--- src/rtl/uart_param_core.sv ---
// Parametrised full-duplex UART: runtime baud tick, TX/RX FIFOs, framing FSMs
// with optional parity, 1/2 stop bits, per-word RX error flags and sticky overrun.

module uart_param_fifo #(
  parameter int unsigned WIDTH = 8,
  parameter int unsigned DEPTH = 16
) (
  input  logic             clk,
  input  logic             rst,
  input  logic             push,
  input  logic             pop,
  input  logic [WIDTH-1:0] din,
  output logic [WIDTH-1:0] dout,
  output logic             empty,
  output logic             full
);
  localparam int unsigned PTR_W = $clog2(DEPTH);
  localparam int unsigned CNT_W = PTR_W + 1;

  logic [WIDTH-1:0] mem [DEPTH];
  logic [PTR_W-1:0] wr_ptr;
  logic [PTR_W-1:0] rd_ptr;
  logic [CNT_W-1:0] count;
  logic             do_push;
  logic             do_pop;

  // Push on full and pop on empty are dropped without touching state
  assign do_push = push && !full;
  assign do_pop  = pop && !empty;
  assign empty   = (count == '0);
  assign full    = (count == CNT_W'(DEPTH));
  assign dout    = mem[rd_ptr];

  always_ff @(posedge clk) begin
    if (do_push) mem[wr_ptr] <= din;
  end

  always_ff @(posedge clk or negedge rst) begin
    if (!rst) begin
      wr_ptr <= '0;
      rd_ptr <= '0;
      count  <= '0;
    end else begin
      if (do_push) wr_ptr <= wr_ptr + PTR_W'(1);
      if (do_pop)  rd_ptr <= rd_ptr + PTR_W'(1);
      case ({do_push, do_pop})
        2'b10:   count <= count + CNT_W'(1);
        2'b01:   count <= count - CNT_W'(1);
        default: count <= count;
      endcase
    end
  end
endmodule

module uart_param_core #(
  parameter int unsigned DATA_BITS  = 8,
  parameter int unsigned FIFO_DEPTH = 16,
  parameter int unsigned OVERSAMPLE = 16,
  parameter int unsigned PARITY_EN  = 0,
  parameter int unsigned PARITY_ODD = 0,
  parameter int unsigned STOP_BITS  = 1
) (
  input  logic                 clk,
  input  logic                 rst,
  input  logic [15:0]          baud_div,
  input  logic                 loopback,
  input  logic                 wr_uart,
  input  logic [DATA_BITS-1:0] w_data,
  output logic                 tx_full,
  output logic                 tx,
  input  logic                 rx,
  input  logic                 rd_uart,
  output logic [DATA_BITS-1:0] r_data,
  output logic                 rx_empty,
  output logic                 parity_err,
  output logic                 frame_err,
  output logic                 overrun,
  input  logic                 clr_err
);
  localparam int unsigned OS_W  = $clog2(OVERSAMPLE);
  localparam int unsigned BIT_W = $clog2(DATA_BITS);
  localparam int unsigned RX_W  = DATA_BITS + 2;

  typedef enum logic [2:0] {
    ST_IDLE, ST_START, ST_DATA, ST_PARITY, ST_STOP
  } uart_state_t;

  // Baud tick; the divisor is latched at each wrap so changes apply cleanly
  logic [15:0] baud_cnt;
  logic [15:0] div_q;
  logic        tick_c;

  assign tick_c = (baud_cnt == div_q);

  always_ff @(posedge clk or negedge rst) begin
    if (!rst) begin
      baud_cnt <= '0;
      div_q    <= '0;
    end else if (tick_c) begin
      baud_cnt <= '0;
      div_q    <= baud_div;
    end else begin
      baud_cnt <= baud_cnt + 16'd1;
    end
  end

  // ---------------- TX path ----------------
  logic [DATA_BITS-1:0] tx_fifo_dout;
  logic                 tx_fifo_empty;
  logic                 tx_pop_c;

  uart_param_fifo #(.WIDTH(DATA_BITS), .DEPTH(FIFO_DEPTH)) u_tx_fifo (
    .clk   (clk),
    .rst   (rst),
    .push  (wr_uart),
    .pop   (tx_pop_c),
    .din   (w_data),
    .dout  (tx_fifo_dout),
    .empty (tx_fifo_empty),
    .full  (tx_full)
  );

  uart_state_t          tx_state;
  uart_state_t          tx_state_nx;
  logic [OS_W-1:0]      tx_os;
  logic [BIT_W-1:0]     tx_bit;
  logic [DATA_BITS-1:0] tx_shreg;
  logic                 tx_par;
  logic                 tx_q;
  logic                 tx_c;
  logic                 tx_shift_c;
  logic                 tx_os_last_c;
  logic                 tx_bits_done_c;
  logic                 tx_stops_done_c;

  assign tx_os_last_c    = tick_c && (tx_os == OS_W'(OVERSAMPLE - 1));
  assign tx_bits_done_c  = (tx_bit == BIT_W'(DATA_BITS - 1));
  assign tx_stops_done_c = (tx_bit == BIT_W'(STOP_BITS - 1));

  always_ff @(posedge clk or negedge rst) begin
    if (!rst) tx_state <= ST_IDLE;
    else      tx_state <= tx_state_nx;
  end

  always_comb begin
    tx_state_nx = tx_state;
    case (tx_state)
      ST_IDLE:   if (!tx_fifo_empty) tx_state_nx = ST_START;
      ST_START:  if (tx_os_last_c) tx_state_nx = ST_DATA;
      ST_DATA:   if (tx_os_last_c && tx_bits_done_c)
                   tx_state_nx = (PARITY_EN != 0) ? ST_PARITY : ST_STOP;
      ST_PARITY: if (tx_os_last_c) tx_state_nx = ST_STOP;
      ST_STOP:   if (tx_os_last_c && tx_stops_done_c)
                   tx_state_nx = tx_fifo_empty ? ST_IDLE : ST_START;
      default:   tx_state_nx = ST_IDLE;
    endcase
  end

  always_comb begin
    tx_c       = 1'b1;
    tx_pop_c   = 1'b0;
    tx_shift_c = 1'b0;
    case (tx_state)
      ST_IDLE:   tx_pop_c = !tx_fifo_empty;
      ST_START:  tx_c = 1'b0;
      ST_DATA: begin
        tx_c       = tx_shreg[0];
        tx_shift_c = tx_os_last_c;
      end
      ST_PARITY: tx_c = tx_par;
      ST_STOP:   tx_pop_c = tx_os_last_c && tx_stops_done_c && !tx_fifo_empty;
      default:   tx_c = 1'b1;
    endcase
  end

  // Bit timing counters and shifter; tx itself is a flop so reset forces it high at once
  always_ff @(posedge clk or negedge rst) begin
    if (!rst) begin
      tx_q     <= 1'b1;
      tx_os    <= '0;
      tx_bit   <= '0;
      tx_shreg <= '0;
      tx_par   <= 1'b0;
    end else begin
      tx_q <= tx_c;
      if (tx_pop_c) begin
        tx_shreg <= tx_fifo_dout;
        tx_par   <= (^tx_fifo_dout) ^ 1'(PARITY_ODD);
        tx_os    <= '0;
        tx_bit   <= '0;
      end else begin
        if (tx_shift_c) tx_shreg <= tx_shreg >> 1;
        if (tx_state != ST_IDLE && tick_c)
          tx_os <= tx_os_last_c ? '0 : tx_os + OS_W'(1);
        if (tx_os_last_c) begin
          if ((tx_state == ST_DATA && tx_bits_done_c) || tx_state == ST_PARITY)
            tx_bit <= '0;
          else if (tx_state == ST_DATA || tx_state == ST_STOP)
            tx_bit <= tx_bit + BIT_W'(1);
        end
      end
    end
  end

  assign tx = tx_q;

  // ---------------- RX path ----------------
  logic                 rx_s1;
  logic                 rx_s2;
  logic                 rx_prev;
  logic                 rx_in_c;
  logic                 rx_fall_c;
  uart_state_t          rx_state;
  uart_state_t          rx_state_nx;
  logic [OS_W-1:0]      rx_os;
  logic [BIT_W-1:0]     rx_bit;
  logic [DATA_BITS-1:0] rx_shreg;
  logic                 rx_par;
  logic                 rx_half_c;
  logic                 rx_full_c;
  logic                 rx_bits_done_c;
  logic                 rx_data_smp_c;
  logic                 rx_par_smp_c;
  logic                 rx_stop_smp_c;
  logic                 rx_perr_c;
  logic                 rx_push_q;
  logic [RX_W-1:0]      rx_word_q;
  logic [RX_W-1:0]      rx_head;
  logic                 rx_fifo_empty;
  logic                 rx_fifo_full;
  logic                 overrun_q;

  assign rx_in_c        = loopback ? tx_q : rx_s2;
  assign rx_fall_c      = rx_prev && !rx_in_c;
  assign rx_half_c      = tick_c && (rx_os == OS_W'(OVERSAMPLE / 2 - 1));
  assign rx_full_c      = tick_c && (rx_os == OS_W'(OVERSAMPLE - 1));
  assign rx_bits_done_c = (rx_bit == BIT_W'(DATA_BITS - 1));
  assign rx_perr_c      = (PARITY_EN != 0) && ((^rx_shreg) ^ rx_par ^ 1'(PARITY_ODD));

  always_ff @(posedge clk or negedge rst) begin
    if (!rst) rx_state <= ST_IDLE;
    else      rx_state <= rx_state_nx;
  end

  always_comb begin
    rx_state_nx = rx_state;
    case (rx_state)
      ST_IDLE:   if (rx_fall_c) rx_state_nx = ST_START;
      ST_START:  if (rx_half_c) rx_state_nx = rx_in_c ? ST_IDLE : ST_DATA;
      ST_DATA:   if (rx_full_c && rx_bits_done_c)
                   rx_state_nx = (PARITY_EN != 0) ? ST_PARITY : ST_STOP;
      ST_PARITY: if (rx_full_c) rx_state_nx = ST_STOP;
      ST_STOP:   if (rx_full_c) rx_state_nx = ST_IDLE;
      default:   rx_state_nx = ST_IDLE;
    endcase
  end

  always_comb begin
    rx_data_smp_c = 1'b0;
    rx_par_smp_c  = 1'b0;
    rx_stop_smp_c = 1'b0;
    case (rx_state)
      ST_DATA:   rx_data_smp_c = rx_full_c;
      ST_PARITY: rx_par_smp_c  = rx_full_c;
      ST_STOP:   rx_stop_smp_c = rx_full_c;
      default:   rx_data_smp_c = 1'b0;
    endcase
  end

  // Sampling is mid-bit: the counter restarts at the half-bit start check
  always_ff @(posedge clk or negedge rst) begin
    if (!rst) begin
      rx_s1     <= 1'b1;
      rx_s2     <= 1'b1;
      rx_prev   <= 1'b1;
      rx_os     <= '0;
      rx_bit    <= '0;
      rx_shreg  <= '0;
      rx_par    <= 1'b0;
      rx_push_q <= 1'b0;
      rx_word_q <= '0;
    end else begin
      rx_s1     <= rx;
      rx_s2     <= rx_s1;
      rx_prev   <= rx_in_c;
      rx_push_q <= rx_stop_smp_c;
      if (rx_stop_smp_c) rx_word_q <= {~rx_in_c, rx_perr_c, rx_shreg};
      if (rx_par_smp_c)  rx_par <= rx_in_c;
      if (rx_state == ST_IDLE) begin
        rx_os  <= '0;
        rx_bit <= '0;
      end else if (tick_c) begin
        rx_os <= ((rx_half_c && rx_state == ST_START) || rx_full_c) ? '0 : rx_os + OS_W'(1);
        if (rx_data_smp_c) begin
          rx_shreg <= {rx_in_c, rx_shreg[DATA_BITS-1:1]};
          rx_bit   <= rx_bit + BIT_W'(1);
        end
      end
    end
  end

  uart_param_fifo #(.WIDTH(RX_W), .DEPTH(FIFO_DEPTH)) u_rx_fifo (
    .clk   (clk),
    .rst   (rst),
    .push  (rx_push_q),
    .pop   (rd_uart),
    .din   (rx_word_q),
    .dout  (rx_head),
    .empty (rx_fifo_empty),
    .full  (rx_fifo_full)
  );

  // A drop in the same cycle as clr_err wins so no lost word goes unreported
  always_ff @(posedge clk or negedge rst) begin
    if (!rst)                            overrun_q <= 1'b0;
    else if (rx_push_q && rx_fifo_full)  overrun_q <= 1'b1;
    else if (clr_err)                    overrun_q <= 1'b0;
  end

  assign rx_empty   = rx_fifo_empty;
  assign r_data     = rx_fifo_empty ? '0 : rx_head[DATA_BITS-1:0];
  assign parity_err = !rx_fifo_empty && (PARITY_EN != 0) && rx_head[DATA_BITS];
  assign frame_err  = !rx_fifo_empty && rx_head[DATA_BITS+1];
  assign overrun    = overrun_q;
endmodule

--- config.mk ---
export PLATFORM = sky130hd
export DESIGN_NAME = uart_param_core
export DESIGN_NICKNAME = d
export VERILOG_FILES = /design/src/rtl/uart_param_core.sv
export SDC_FILE = /design/constraint.sdc
export NUM_CORES = 1
export LEC_CHECK = 0
export ABC_AREA = 0
export BUFFER_PORTS_ARGS = -buffer_cell sky130_fd_sc_hd__buf_2
export CORE_MARGIN = 2
export CORE_UTILIZATION = 60
export DETAILED_ROUTE_END_ITERATION = 12
export PLACE_DENSITY = 0.86
export REMOVE_ABC_BUFFERS = 1
export SETUP_SLACK_MARGIN = 0.5
export SLEW_MARGIN = 25
export SYNTH_ARGS = -nofsm -noshare
export SYNTH_HDL_FRONTEND = slang
export SYNTH_SLANG_ARGS = --single-unit
--- constraint.sdc ---
create_clock -name clk -period 3.6 [get_ports clk]
set_input_delay 0.18 -clock clk [delete_from_list [all_inputs] [get_ports clk]]
set_output_delay 0.18 -clock clk [all_outputs]
set_load 0.02 [all_outputs]
After elaboration in Yosys (flattened, before gate mapping)

Memories as Yosys holds them, arrays and structs flattened.
Cells that the tools add are included.

Reduce and logical (&&, ||, !) cells: 46
Bitwise logic cells: 2
Mux-type cells: 45
Add/subtract/negate cells: 13
Equal/unequal tests: 30

Operators with widths:

| kind                  | count |
|---|---|
| $mux 3                | 17 |
| $pmux 3 s5            | 2 |
| $add 4x1->4 const B   | 6 |
| $mux 4                | 6 |
| $mux 8                | 3 |
| $ne 2x2->1 const B    | 10 |
| $pmux 5 s2            | 2 |
| $logic_and 1x1->1     | 17 |
| $add 16x1->16 const B | 1 |
| $eq 16x16->1          | 1 |
| $mux 16               | 1 |
| $reduce_bool 2->1     | 8 |
| $eq 3x2->1 const B    | 4 |
| $eq 3x3->1 const B    | 4 |
| $mux 1                | 11 |
| $add 5x1->5 const B   | 2 |
| $eq 5x5->1 const B    | 2 |
| $logic_not 5->1       | 2 |
| $reduce_and 5->1      | 2 |
| $sub 5x1->5 const B   | 2 |
| $logic_not 3->1       | 3 |
| $eq 4x4->1 const B    | 2 |
| $reduce_xor 8->1      | 1 |
| $add 3x1->3 const B   | 2 |
| 13 further kinds      | 25 |

RAM bits: 272
Output and inout bits: 14
Bits in registers: 110
Input bits: 31
Memories: 2

Memory list:

| memory        | depth | width | rd ports | clocked after memory_dff | wr ports | RTL line | source |
|---|---|---|---|---|---|---|---|
| u_rx_fifo.mem | 16    | 9     | 1        | 0                        | 1        | 20       | `logic [WIDTH-1:0] mem [DEPTH];` |
| u_tx_fifo.mem | 16    | 8     | 1        | 0                        | 1        | 20       |  |

Longest topological paths before layout

Depth after elaboration: 8
Mapped depth: 16
Mapped depth without buffers: 14

Hierarchy

From an unflattened synthesis, not the netlist that was laid out.

Cell total of the unflattened synthesis: 1,066
Area total of the unflattened synthesis: 16,794.9 um^2

By module, submodules not included:

| module                      | instances | area an instance (um^2) | cells an instance | seq. area each (um^2) |
|---|---|---|---|---|
| uart_param_fifo (u_rx_fifo) | 1         | 7,013.0                 | 390               | 5,129.9 |
| uart_param_fifo (u_tx_fifo) | 1         | 5,779.3                 | 332               | 4,169.0 |
| uart_param_core             | 1         | 4,002.6                 | 344               | 2,107.0 |

Worst setup path after synthesis

OpenSTA, ideal clock, no wires.

Kind: register -> register
From: reg baud_cnt[7]
To: reg u_tx_fifo.count[4]
Required time: 3,475 ps
Setup slack: 280 ps
Stages on the path, launching flop included: 17
Arrival time: 3,195 ps
Path through: dfrtp_1 -> xnor2_1 -> nand4_1 -> nor4_4 -> nand4bb_1 -> a21oi_1 -> buf_2 -> ha_1 -> clkbuf_1 -> xor2_1 -> ha_1 -> o21ai_0 -> a21oi_1 -> a21oi_1 -> xor2_1 -> nor2_1 -> xor2_1

Cells in the longest elaborated chain, start to end: 8
Elaborated cells on any way between the ends: 10

RTL lines:

| element                                                | RTL line | source |
|---|---|---|
| from (decl)                                            | 89       | `logic [15:0] baud_cnt;` |
| from (signal assigned)                                 | 103      | `baud_cnt <= baud_cnt + 16'd1;` |
| $eq 16x16->1 *                                         | 93       | `assign tick_c = (baud_cnt == div_q);` |
| $logic_and 1x1->1 *                                    | 136      | `assign tx_os_last_c = tick_c && (tx_os == OS_W'(OVERSAMPLE - 1));` |
| $logic_and 1x1->1 * (2 in series)                      | 171      | `ST_STOP: tx_pop_c = tx_os_last_c && tx_stops_done_c && !tx_fifo_empty;` |
| $pmux 1 s2 *                                           | 163      | `case (tx_state)` |
| $logic_and 1x1->1 *                                    | 29       | `assign do_pop = pop && !empty;` |
| via u_tx_fifo.do_pop                                   | 25       | `logic do_pop;` |
| $eq 2x1->1 / $eq 2x2->1 (equally long branches)        | 46       | `case ({do_push, do_pop})` |
| $pmux 5 s2 / $reduce_bool 2->1 (equally long branches) | -        |  |
| to (signal assigned)                                   | 47       | `2'b10: count <= count + CNT_W'(1);` |
| to (signal assigned)                                   | 48       | `2'b01: count <= count - CNT_W'(1);` |
| to (signal assigned)                                   | 49       | `default: count <= count;` |
| to (decl)                                              | 23       | `logic [CNT_W-1:0] count;` |

The timed path passes the listed nets; every way through them passes the cells marked *.
A chain may end at the register's enable or synchronous reset.

Worst setup path after layout

From: reg baud_cnt[8]
To: reg u_tx_fifo.count[4]

Cells in the longest elaborated chain, start to end: 8
Elaborated cells on any way between the ends: 10

RTL lines:

| element                                                | RTL line |
|---|---|
| $eq 16x16->1 *                                         | 93 |
| $logic_and 1x1->1 *                                    | 136 |
| $logic_and 1x1->1 * (2 in series)                      | 171 |
| $pmux 1 s2 *                                           | 163 |
| $logic_and 1x1->1 *                                    | 29 |
| $eq 2x1->1 / $eq 2x2->1 (equally long branches)        | 46 |
| $pmux 5 s2 / $reduce_bool 2->1 (equally long branches) | - |

Mark *: on every way between the ends. The rest lies on a longest branch, timed or not.

==> summary.md <==
| Metric | Value |
|---|---|
| Switching share of power | 0.250 |
| Yosys warning count | 0 |
| TritonRoute pass-1 iters | 5 |
| Internal | 7850 µW |
| Core Rows | 59 |
| Fillers | 1573 |
| Chip width | 166 µm |
| Maximum vdd drop | 0.000805 V |
| Delay-heaviest family, CP | simple AND/OR/NAND/NOR gates |
| Chip Height | 166 µm |
| Total power | 10500 µW |
| Pin count of the biggest net entering global routing | 65 |
| Worst reg2reg path depth | 14 |
| Kind of critical path | reg2reg |
| Syn avg cell area | 16.7 µm² |
| WP depth | 14 |
| Crit end category | flop |
| I/O pin total | 45 |
| Pleak | 0.00619 µW |
| Layout cells sized above 1 | 0.251 |
| CP startpoint kind | flop |
| Max frequency | 0.329 GHz |
| H-tree depth | 2 |
| Max incr delay on CP | 0.45 ns |
| Diodes inserted | 0 |
| Post-synthesis cell type count | 50 |
| Final Cycle Share | 0.844 |
| Comb power frac | 0.126 |
| WL per Instance | 21.5 µm |
| Min-delay worst type | in2reg |
| Worst EP arrival | 3.44 ns |
| Maxcap violations | 0 |
| CP Max Fanout | 5 |
| Starting Density | 0.608 |
| Layout Skew | 0.0180 ns |
| Core Util, Final | 0.692 |
| Clock share of power | 0.372 |
| PwrDens | 584 mW/mm² |
| Nets | 1084 |
| Yosys top cell area share | 0.518 |
| Worst EP required | 4.00 ns |
| Final Setup Violations | 0 |
| Final max-slew violation count | 0 |
| Number of global-route vias before repair | 8750 |
| Worst-path clk slew | 0.06 ns |
| Area Growth Syn to Fin | 13.8% |
| CP startpoint | baud_cnt[8] |
| Hold_sp | w_data[2] |
| Setup crit end | u_tx_fifo.count[4] |
| #FFs+latches synth | 382 |
| DR iter-0 viols | 768 |
| Final ANT Viol Nets | 0 |
| Commonest non-fill, non-tap cell in the layout | edfxtp_1 |
| Total CTS buffers | 38 |
| Maximum clock insertion buffer count | 3 |
| Outcome | finished clean |
| Initial antenna violation count | 0 |
| Most frequent cells in the layout | edfxtp_1 (272), dfrtp_1 (102), mux4_2 (77), nand2_1 (69), nor2_1 (63) |
| Core area | 0.0259 mm² |
| First-pass GRT wire length | 47.0 mm |
| Setup slack, reg-to-reg | 0.56 ns |
| Final min period | 3.04 ns |
| DR vias/cell | 6.09 |
| Clk root buf | clkbuf_16 |
| Dpl ws | 0.536 ns |
| Reg-to-Reg Start | baud_cnt[8] |
| Slew @ Worst Pin | 1.03 ns |
| Hold Fails Final Rpt | 0 |
| EDFF count, synth | 272 |
| Port Buffers | 43 |
| Setup slack after layout | 0.562 ns |
| Multi-input gate area | 0.00465 mm² |
| Routed wire length | 29.8 mm |
| CP Buf/Inv Count | 0 |
| Drt drc | 0 |
| Die ar. | 0.0276 mm² |
| Clk_lat worst skew | 0.53 ns |
| Switch Pwr | 2620 µW |
| Synth async-reset ratio | 0.288 |
| Gr usage total | 0.219 |
| RSZ-0062 raised after global routing | false |
| Register area | 0.0109 mm² |
| Synth area leader | edfxtp_1 |
| RD Place Congestion | 0.770 |
| Cell Area, Synth | 0.0158 mm² |
| Synth top area cells | edfxtp_1 (52%), dfrtp_1 (17%), mux4_2 (11%), xnor2_1 (2.7%), mux2_2 (2.4%) |
| Hpwl dp | 18.5 mm |
| Cells along the critical path | xnor2_2, nand4_1, nor4_4, nand4bb_1, a21oi_2, ha_4, xor2_2, ha_2, o21ai_2, a21oi_2, a21oi_1, xor2_1, nor2_1, xor2_1 |
| Syn Inst Count | 941 |
| Sequential cell area fraction in the yosys report | 0.693 |
| R2R Path End | u_tx_fifo.count[4] |
| Vias | 8464 |
| CTS Sinks | 382 |
| Most used DFF post-synth | edfxtp_1 |
| Part of the power in registers | 0.501 |
| CTS tree | built |
| Gr ovfl total | 0 |
| Slew headroom | 0.311 |
| Cell with the largest stage delay on the worst path | dfrtp_2 |
==> worst min-delay path by stage <==
| stage | to | cells after the start |
|---|---|---|
| after detailed placement | rx_s1 | 1 |
| after CTS | u_tx_fifo.mem[5][6] | 1 |
| final | u_tx_fifo.mem[14][2] | 1 |
| after global routing | u_tx_fifo.mem[1][3] | 1 |
| after floorplan | baud_cnt[0] | 0 |
| after global placement | rx_s1 | 1 |
==> cells in the mapped netlist (all sizes together), types with 4 or more instances <==
cell type	n
inv	17
xnor2	48
a21oi	17
nor3	12
ha	26
nor2b	15
edfxtp	272
mux2i	10
nand4	11
o21ai	26
nand3	19
nand2b	8
clkbuf	19
a22oi	16
dfstp	4
mux4	77
nand2	69
mux2	35
buf	22
dfrtp	106
nor2	63
xor2	17
==> sequential cells by signal (all words and copies together) (netlist names), 5 cells and up <==
| name | flops |
|---|---|
| u_rx_fifo.count | 5 |
| rx_word_q | 9 |
| div_q | 16 |
| rx_shreg | 8 |
| baud_cnt | 16 |
| u_tx_fifo.mem | 128 |
| u_tx_fifo.count | 5 |
| u_rx_fifo.mem | 144 |
| tx_shreg | 8 |
==> logic make-up (layout without fill, tap and decap cells) <==
family                   Yosys count  count (layout)  share of synthesized area
AND/OR/NAND/NOR                  214             214                     0.0640
other                              1               1                   0.000238
multiplexers                     122             122                      0.141
XOR/XNOR                          65              65                     0.0361
adder cells (fa/ha/maj)           27              27                     0.0219
flip-flops                       382             382                      0.693
AO/OA/AOI/OAI                     72              72                     0.0277
buffers and inverters             58             172                     0.0153
==> worst register-to-register path, cell delays in order (launching register included) <==
cell	delay, ns
dfrtp_2	0.45
xnor2_2	0.18
nand4_1	0.20
nor4_4	0.35
nand4bb_1	0.18
a21oi_2	0.26
ha_4	0.21
xor2_2	0.08
ha_2	0.21
o21ai_2	0.13
a21oi_2	0.07
a21oi_1	0.18
xor2_1	0.18
nor2_1	0.08
xor2_1	0.16
==> metal layers <==
layer | routed length, µm | vias up | GRT usage
li1 | - | 3746 | -
met1 | 11700 | 4360 | 0.281
met2 | 15800 | 285 | 0.385
met3 | 1440 | 73 | 0.0303
met4 | 918 | 0 | 0.0786
met5 | 0 | - | 0
==> through the flow <==
| stage | setup TNS (ns) | area (µm²) | instances | hold slack [ns] |
|---|---|---|---|---|
| final | 0 | 17900 | 1390 | 0.0405 |
| after global routing | 0 | 17900 | 1390 | 0.0433 |
| after CTS | 0 | 17800 | 1385 | 0.0261 |
| after detailed placement | 0 | 16400 | 1297 | 0.286 |
| after global placement | 0 | 16400 | 1297 | 0.285 |
| after floorplan | -10.81 | 15600 | 900 | -0.116 |
==> power by group through the flow <==
stage	Combinational (µW)	Sequential, µW	Clock, µW
after floorplan	797	5390	0
after global placement	1250	5290	0
after detailed placement	1290	5320	0
after CTS	1310	5240	3940
after global routing	1450	5280	4110
final	1320	5250	3900
==> layout make-up <==
cell class | instances | area share
sequential | 382 | 0.610
multi-input combinational | 501 | 0.259
clock buffer | 43 | 0.0546
timing repair buffer | 86 | 0.0351
tap | 335 | 0.0234
clock inverter | 26 | 0.0144
inverter | 17 | 0.00356
==> repair_timing <==
action | CTS | global route
endpoints found under the hold margin | 76 | 0
gates resized for setup | 0 | 14
endpoints found under the setup margin | 0 | 4
buffers inserted | 0 | 5
hold buffers | 19 | 0
(Power assumes the default switching activity.)
